===== src/rtl/uart_tx_pkg.sv =====
// Shared UART transmit definitions: FSM state encoding and default frame geometry.
// The defaults are shared with the receive side, so both ends agree on the frame format.
package uart_tx_pkg;

   typedef enum logic [1:0] {
      IDLE  = 2'd0,
      START = 2'd1,
      DATA  = 2'd2,
      STOP  = 2'd3
   } tx_state_t;

   localparam int DEFAULT_DATA_BITS  = 8;
   localparam int DEFAULT_BIT_PERIOD = 10;

   // Clocks of tx_busy per frame: start bit, data bits and stop bit.
   function automatic int frame_cycles(input int data_bits, input int bit_period);
      return (data_bits + 2) * bit_period;
   endfunction

endpackage


===== src/rtl/flex_pts_sr.sv =====
// Parallel-to-serial shift register, ones-filled. Output is the bit at the shifting end.
// Latency: loads or shifts on the enabling edge. No backpressure; load wins over shift.
module flex_pts_sr
   import uart_tx_pkg::*;
#(
   parameter int NUM_BITS  = DEFAULT_DATA_BITS,
   parameter bit SHIFT_MSB = 1'b0
) (
   input  logic                clk,
   input  logic                n_rst,
   input  logic                load_enable,
   input  logic                shift_enable,
   input  logic [NUM_BITS-1:0] parallel_in,
   output logic                serial_out
);

   logic [NUM_BITS-1:0] sr_q;
   logic [NUM_BITS-1:0] sr_d;

   always_comb begin
      sr_d = sr_q;
      if (load_enable) begin
         sr_d = parallel_in;
      end else if (shift_enable) begin
         // Vacated positions fill with the idle line level.
         if (SHIFT_MSB) begin
            sr_d = {sr_q[NUM_BITS-2:0], 1'b1};
         end else begin
            sr_d = {1'b1, sr_q[NUM_BITS-1:1]};
         end
      end
   end

   always_ff @(posedge clk or negedge n_rst) begin
      if (!n_rst) begin
         sr_q <= '1;
      end else begin
         sr_q <= sr_d;
      end
   end

   assign serial_out = SHIFT_MSB ? sr_q[NUM_BITS-1] : sr_q[0];

endmodule


===== src/rtl/uart_tx_block.sv =====
// UART transmitter: start bit, DATA_BITS data bits LSB-first, stop bit, each held BIT_PERIOD clocks.
// Latency: start bit appears the cycle after acceptance. tx_start is ignored while busy (no queueing).
module uart_tx_block
   import uart_tx_pkg::*;
#(
   parameter int DATA_BITS  = DEFAULT_DATA_BITS,
   parameter int BIT_PERIOD = DEFAULT_BIT_PERIOD
) (
   input  logic                 clk,
   input  logic                 n_rst,
   input  logic                 tx_start,
   input  logic [DATA_BITS-1:0] tx_data,
   output logic                 serial_out,
   output logic                 tx_busy,
   output logic                 tx_done
);

   localparam int TW = $clog2(BIT_PERIOD);
   localparam int IW = $clog2(DATA_BITS);

   localparam logic [TW-1:0] TIMER_LAST = TW'(BIT_PERIOD - 1);
   localparam logic [IW-1:0] INDEX_LAST = IW'(DATA_BITS - 1);

   localparam logic [1:0] S_IDLE  = IDLE;
   localparam logic [1:0] S_START = START;
   localparam logic [1:0] S_DATA  = DATA;
   localparam logic [1:0] S_STOP  = STOP;

   logic [1:0]    state_q, state_d;
   logic [TW-1:0] timer_q, timer_d;
   logic [IW-1:0] bit_idx_q, bit_idx_d;
   logic          serial_out_q, serial_out_d;
   logic          tx_busy_q, tx_busy_d;
   logic          tx_done_q, tx_done_d;

   logic          bit_end;
   logic          sr_load;
   logic          sr_shift;
   logic          sr_lsb;

   flex_pts_sr #(
      .NUM_BITS  (DATA_BITS),
      .SHIFT_MSB (1'b0)
   ) u_sr (
      .clk          (clk),
      .n_rst        (n_rst),
      .load_enable  (sr_load),
      .shift_enable (sr_shift),
      .parallel_in  (tx_data),
      .serial_out   (sr_lsb)
   );

   assign bit_end = (timer_q == TIMER_LAST);

   // The register shifts on every edge that enters a data bit; the bit being
   // entered is its LSB just before that shift, so it can be registered directly.
   always_comb begin
      state_d   = state_q;
      bit_idx_d = bit_idx_q;
      sr_load   = 1'b0;
      sr_shift  = 1'b0;

      case (state_q)
         S_IDLE: begin
            if (tx_start) begin
               sr_load = 1'b1;
               state_d = S_START;
            end
         end
         S_START: begin
            if (bit_end) begin
               state_d   = S_DATA;
               bit_idx_d = '0;
               sr_shift  = 1'b1;
            end
         end
         S_DATA: begin
            if (bit_end) begin
               if (bit_idx_q == INDEX_LAST) begin
                  state_d   = S_STOP;
                  bit_idx_d = '0;
               end else begin
                  bit_idx_d = bit_idx_q + 1'b1;
                  sr_shift  = 1'b1;
               end
            end
         end
         S_STOP: begin
            if (bit_end) begin
               state_d = S_IDLE;
            end
         end
         default: begin
            state_d   = S_IDLE;
            bit_idx_d = '0;
         end
      endcase
   end

   always_comb begin
      timer_d = '0;
      if (state_q != S_IDLE) begin
         timer_d = bit_end ? '0 : timer_q + 1'b1;
      end
   end

   // Outputs are decoded from the next state so the registered line never glitches.
   always_comb begin
      serial_out_d = 1'b1;
      case (state_d)
         S_START: serial_out_d = 1'b0;
         S_DATA:  serial_out_d = sr_shift ? sr_lsb : serial_out_q;
         default: serial_out_d = 1'b1;
      endcase
      tx_busy_d = (state_d != S_IDLE);
      tx_done_d = (state_q == S_STOP) && (state_d == S_IDLE);
   end

   always_ff @(posedge clk or negedge n_rst) begin
      if (!n_rst) begin
         state_q      <= S_IDLE;
         timer_q      <= '0;
         bit_idx_q    <= '0;
         serial_out_q <= 1'b1;
         tx_busy_q    <= 1'b0;
         tx_done_q    <= 1'b0;
      end else begin
         state_q      <= state_d;
         timer_q      <= timer_d;
         bit_idx_q    <= bit_idx_d;
         serial_out_q <= serial_out_d;
         tx_busy_q    <= tx_busy_d;
         tx_done_q    <= tx_done_d;
      end
   end

   assign serial_out = serial_out_q;
   assign tx_busy    = tx_busy_q;
   assign tx_done    = tx_done_q;

endmodule


===== config.mk =====
export PLATFORM = sky130hd
export DESIGN_NAME = uart_tx_block
export DESIGN_NICKNAME = d
export VERILOG_FILES = /design/src/rtl/uart_tx_pkg.sv /design/src/rtl/flex_pts_sr.sv /design/src/rtl/uart_tx_block.sv
export SDC_FILE = /design/constraint.sdc
export NUM_CORES = 1
export LEC_CHECK = 0
export BUFFER_PORTS_ARGS = -buffer_cell sky130_fd_sc_hd__buf_2
export CAP_MARGIN = 20
export CORE_MARGIN = 2
export CORE_UTILIZATION = 55
export DETAILED_ROUTE_END_ITERATION = 12
export HOLD_SLACK_MARGIN = 0.03
export PLACE_DENSITY = 0.86
export SKIP_LAST_GASP = 1
export SLEW_MARGIN = 20
export SYNTH_ARGS = -nofsm -noshare
export SYNTH_HDL_FRONTEND = slang
export SYNTH_SLANG_ARGS = --single-unit

===== constraint.sdc =====
create_clock -name clk -period 2.4 [get_ports clk]
set_clock_uncertainty 0.05 [all_clocks]
set_input_delay 0 -clock clk [delete_from_list [all_inputs] [get_ports clk]]
set_output_delay 0 -clock clk [all_outputs]
set_load 0.02 [all_outputs]

* After elaboration in Yosys (flattened, before gate mapping) *
Index checks and enable logic that the tools add are counted.

word-level totals
  bits of input ports = 11
  logic and storage cells = 49
  output and inout bits = 3
  flip-flop bits (word level) = 20

operators by class
  eq/ne operators = 10
  multiplexer cells = 22
  $add $sub $neg = 2
  reduce and logical (&&, ||, !) cells = 8

operators with widths
  operator                                              number
  two-way mux 8 bit                                     2
  two-way mux 2 bit                                     5
  two-way mux 3 bit                                     3
  two-way mux 4 bit                                     2
  case mux 2 bit (4 select lines)                       1
  nonzero test 2 bit                                    4
  equality test 2 bit (second input constant)           3
  two-way mux 1 bit                                     6
  != test 2 bit (second input constant)                 3
  case mux 3 bit (2 select lines)                       1
  adder 4 x 1 -> 4 bit (second input constant)          1
  equality test 2 x 1 -> 1 bit (second input constant)  2
  equality test 4 bit (second input constant)           1
  zero test 2 bit                                       2
  case mux 1 bit (2 select lines)                       2
  adder 3 x 1 -> 3 bit (second input constant)          1
  equality test 3 bit (second input constant)           1
  AND reduction 3 bit                                   1
  logical AND 1 bit                                     1

* Logic depth before layout (Yosys ltp) *
  depth after elaboration = 6
  mapped depth = 9
  depth with buffers taken out = 7

* Modules after synthesis *
A second synthesis with hierarchy kept.

unflattened totals
  cell total of the unflattened synthesis = 95
  area total of the unflattened synthesis = 1,056.0 µm²

by module, submodules not included
  module         instances  cells each  area an instance (µm²)  sequential area each (µm²)
  uart_tx_block  1          61          679.4                   301.5
  flex_pts_sr    1          34          376.6                   210.2

* Worst setup path after synthesis *
No wires, ideal clock.

  path kind = register to register
  start point = register state_q[0]
  end point = register tx_busy_q, in the netlist tx_busy
  required time = 2.223 ns
  setup time = 0.127 ns
  slack = 0.637 ns
  path buffers = 0
  clock period less this slack = 1.763 ns
  data arrival time = 1.586 ns
  stages on the path, launching flop included = 7
  path through = dfrtp_1 -> inv_1 -> ha_1 -> a21oi_1 -> a21boi_0 -> o32ai_2 -> or2_2

between the ends
  word-level cells in the longest chain between the ends = 4
  elaborated cells between the ends (all ways) = 11
  those cells by class = eq/ne: 3; mux: 6; reduce/logical: 2

RTL lines
  item                               RTL line              RTL
  start, declared                    uart_tx_block.sv:29   logic [1:0] state_q, state_d;
  start signal, assigned             uart_tx_block.sv:128  state_q <= state_d;
  two-way mux 2 bit                  uart_tx_block.sv:79   if (bit_idx_q == INDEX_LAST) begin
  two-way mux 2 bit                  uart_tx_block.sv:78   if (bit_end) begin
  case mux 2 bit (4 select lines) *  uart_tx_block.sv:63   case (state_q)
  named net state_d[0]               uart_tx_block.sv:29
  nonzero test 2 bit *               uart_tx_block.sv:115  tx_busy_d = (state_d != S_IDLE);
  named net tx_busy_d                uart_tx_block.sv:33   logic tx_busy_q, tx_busy_d;
  end signal, assigned               uart_tx_block.sv:132  tx_busy_q <= tx_busy_d;
  end, declared                      uart_tx_block.sv:33

Mark *: on every way through the listed nets, which the timed path passes. The rest lies on a longest branch.
A chain may end at the register's enable or synchronous reset.

* Worst setup path in the final report *
  start point = register timer_q[1]
  end point = register serial_out_q, in the netlist serial_out

between the ends
  word-level cells in the longest chain between the ends = 5
  elaborated cells between the ends (all ways) = 12
  those cells by class = eq/ne: 4; mux: 8

RTL lines
  item                                                                        RTL line                                                       RTL
  start, declared                                                             uart_tx_block.sv:30                                            logic [TW-1:0] timer_q, timer_d;
  start signal, assigned                                                      uart_tx_block.sv:129                                           timer_q <= timer_d;
  equality test 4 bit *                                                       uart_tx_block.sv:53                                            assign bit_end = (timer_q == TIMER_LAST);
  two-way mux 2 bit (on tied branches)                                        uart_tx_block.sv:89, uart_tx_block.sv:71, uart_tx_block.sv:78
  case mux 2 bit (4 select lines) *                                           uart_tx_block.sv:63
  named net state_d[0]                                                        uart_tx_block.sv:29
  equality test 2 bit / equality test 2 x 1 -> 1 bit (equally long branches)  uart_tx_block.sv:110                                           case (state_d)
  case mux 1 bit (2 select lines) / != test 2 bit (equally long branches)     --
  end signal, assigned                                                        uart_tx_block.sv:131                                           serial_out_q <= serial_out_d;
  end, declared                                                               uart_tx_block.sv:32                                            logic serial_out_q, serial_out_d;

Marks and branches as above.

==> impl_metrics.tcl <==
set metrics [dict create \
    end_kind "register" \
    grt_use_total_pct 21.5 \
    seq_area_frac_synth_pct 48.3 \
    postCtsHoldBufs 9 \
    post_drt_wl_per_cell_um 14.6 \
    cts_root_buffer "clkbuf_4" \
    place_hpwl_um 1390 \
    globalRouteOverflowTotal 0 \
    firstDrtPassIters 4 \
    synth_seq_cells 20 \
    clk_pin_slew_ns 0.11 \
    path_max_fanout 11 \
    die_h_um 47.9 \
    yosysUniqueCellTypes 28 \
    crit_chain "inv_1 -> ha_1 -> and3b_1 -> nor2b_4 -> a21boi_0 -> o32ai_2 -> mux2_2" \
    multi_input_area_sq_um 509 \
    ios 14 \
    cts_tree "done" \
    h-tree-depth 1 \
    vias 763 \
    synth_edf_count 0 \
    finalCriticalPeriod_ns 2.03 \
    syn_inst 91 \
    crit_required_ns 2.59 \
    drc 0 \
    grt_first_pass_wirelength_um 3330 \
    via_per_inst 5.41 \
    max-vdd-ir-drop_mv 0.438 \
    r2r_cells 7 \
    yosys_warnings 0 \
    clk-insertion-delay-late_ns 0.30 \
    power_uw 560 \
    initial_core_util_pct 60.0 \
    yosysTopAreaCell "dfrtp_1" \
    grt_pass1_vias 751 \
    layout-drive-gt1-share_pct 27.6 \
    grt_busiest_layer "met2" \
    core_area_sq_um 1760 \
    wirelength_um 2050 \
    setup.worst_path.class "reg -> reg" \
    place_ws_ns 0.376 \
    finalWorstSetupSlack_ns 0.370 \
    placed_area_sq_um 1140 \
    globalplace.congestion 0.818 \
    synth.avg_cell_area_sq_um 11.6 \
    clock-sinks 20 \
    rsz0062_at_grt "false" \
    diodes 0 \
    nNetsFinal 137 \
    ys.flop_type "dfrtp_1" \
    worst_path_max_delay_cell "dfrtp_1" \
    crit_path_start_kind "register" \
    period_share_pct 84.6 \
    cp.arrival_ns 2.22 \
    synth_top_area_share_pct 26.0 \
    seq_area_sq_um 512 \
    hold_viol 0 \
    postRouteAntennaNets 0 \
    max_freq_mhz 493 \
    outcome "finished, final reports clean" \
    final_area_sq_um 1270 \
    maxCapViolCount 0 \
    finalSetupViolCount 0 \
    ctsLongestPathBuffers 2 \
    grtUsageMet2_pct 38.4 \
    area.growth.synth_to_final_pct 20.0 \
    maxSlewHeadroom_pct 69.8 \
    grt_max_degree 21 \
    totalNegativeSetupSlack_ns 0 \
    powerDensity_nw_per_um2 441 \
    first_iter_violations 5 \
    antenna_found_initial 0 \
    ys_top_cells_by_area "dfrtp_1 26%, dfstp_2 22%, ha_1 11%, mux2i_1 7.6%, a21oi_1 4.3%" \
    fp.dieW_um 47.9 \
    die_area_sq_um 2290 \
    finalMaxSlewViolations 0 \
    io_buffers 13 \
    cts_resized 0 \
    cts_buffers 3 \
    syn-cell-area_sq_um 1060 \
    fillers 139 \
    p_leak_uw 0.000600 \
    holdPathStages 3 \
    syn-num-nets 111 \
    async_flop_share_pct 100 \
    cts_setup_buffers 0 \
    grtUsageMet1_pct 23.9 \
    ff2ff_setup_slack_ns 0.37 \
    hp-class "in -> reg" \
    core.rowCount 15 \
    gr-usage-met3_pct 7.55 \
    tightestPinTransition_ns 0.452 \
    max_stage_delay_ns 0.41 \
]
## registers in the layout, summed over array words and instances, names as in the netlist
signal,flops
state_q,2
serial_out,1
u_sr.sr_q,8
tx_done,1
bit_idx_q,3
timer_q,4
tx_busy,1
## layout make-up
class	instances	area share [%]
clock buffer	4	2.86
multi-input combinational	64	40.1
timing repair buffer	23	12.8
tap	25	2.46
sequential	20	40.3
inverter	5	1.48
## final timing paths
check	end	startpoint
min in group asynchronous	tx_done	n_rst
worst max register to register	serial_out	timer_q[1]
worst min-delay path	state_q[1]	tx_start
worst max-delay path	serial_out	timer_q[1]
worst min register to register	u_sr.sr_q[1]	u_sr.sr_q[1]
max in group asynchronous	u_sr.sr_q[3]	n_rst
## worst max-delay path: cells and delay by family (launching register included)
kind	cells	cell delay, ns
and+or+nand+nor	2	0.62
DFF	1	0.41
muxes	1	0.37
AOI/OAI and AO/OA	2	0.30
adders and majority gates	1	0.15
buffers and inverters	1	0.07
## Yosys cell counts, drive strengths merged (3+ instances only)
library cell   n
dfstp          9
a32o           3
nor2           9
mux2i          8
inv            5
nor3           5
ha             9
nand2          4
dfrtp         11
a21oi          9
## layer usage
metal	vias to the layer above	part of all wire, %	wire (um)
met5	-	0	0
met4	0	1.0	21
met3	4	3.5	71
met2	13	54	1100
met1	376	42	857
li1	370	-	-
## cell usage in the layout, fill, tap and decap left out
cell type and count:
o221ai_4 1, dfstp_2 9, mux2_2 1, nor2b_1 1, o32ai_2 1, mux2i_1 8, nor2b_4 1, o211ai_1 1
buf_4 1, o22a_1 1, dlygate4sd3_1 9, o21bai_1 1, and3b_1 1, nand2_1 4, nor3b_1 1, nor3_1 5
a21oi_1 9, dfrtp_1 11, clkbuf_4 3, a21boi_0 1, a32o_1 3, o21ai_0 1, inv_1 5, nand3b_1 1
xnor2_1 2, ha_1 9, nor2_1 9, o21ba_1 1, or2_2 1, buf_2 13, clkbuf_8 1
## cells by family after synthesis
family	Yosys count	synth area share (%)
AOI/OAI and AO/OA	20	15.5
xor gates and xnor gates	2	1.66
adders and majority gates	9	10.6
buffers and inverters	7	3.55
DFF	20	48.3
muxes	9	8.63
and+or+nand+nor	24	11.7
## per-stage QoR
stage | hold slack (ns) | instances | utilization, %
after floorplan | -0.346 | 91 | -
after detailed placement | -0.0847 | 128 | 64.8
after global routing | 0.123 | 141 | 72.0
after global placement | -0.0903 | 128 | 64.8
final | 0.0782 | 141 | 72.0
after CTS | 0.0750 | 141 | 72.0
## report_power, final
group	internal (uW)	switching [uW]	leakage, uW
Sequential	338	0	0.000224
Combinational	15.8	11.1	0.000355
Clock	92.6	102	0.0000210
Total	446	114	0.000600
Note: power is estimated with default switching activity, not from simulation.
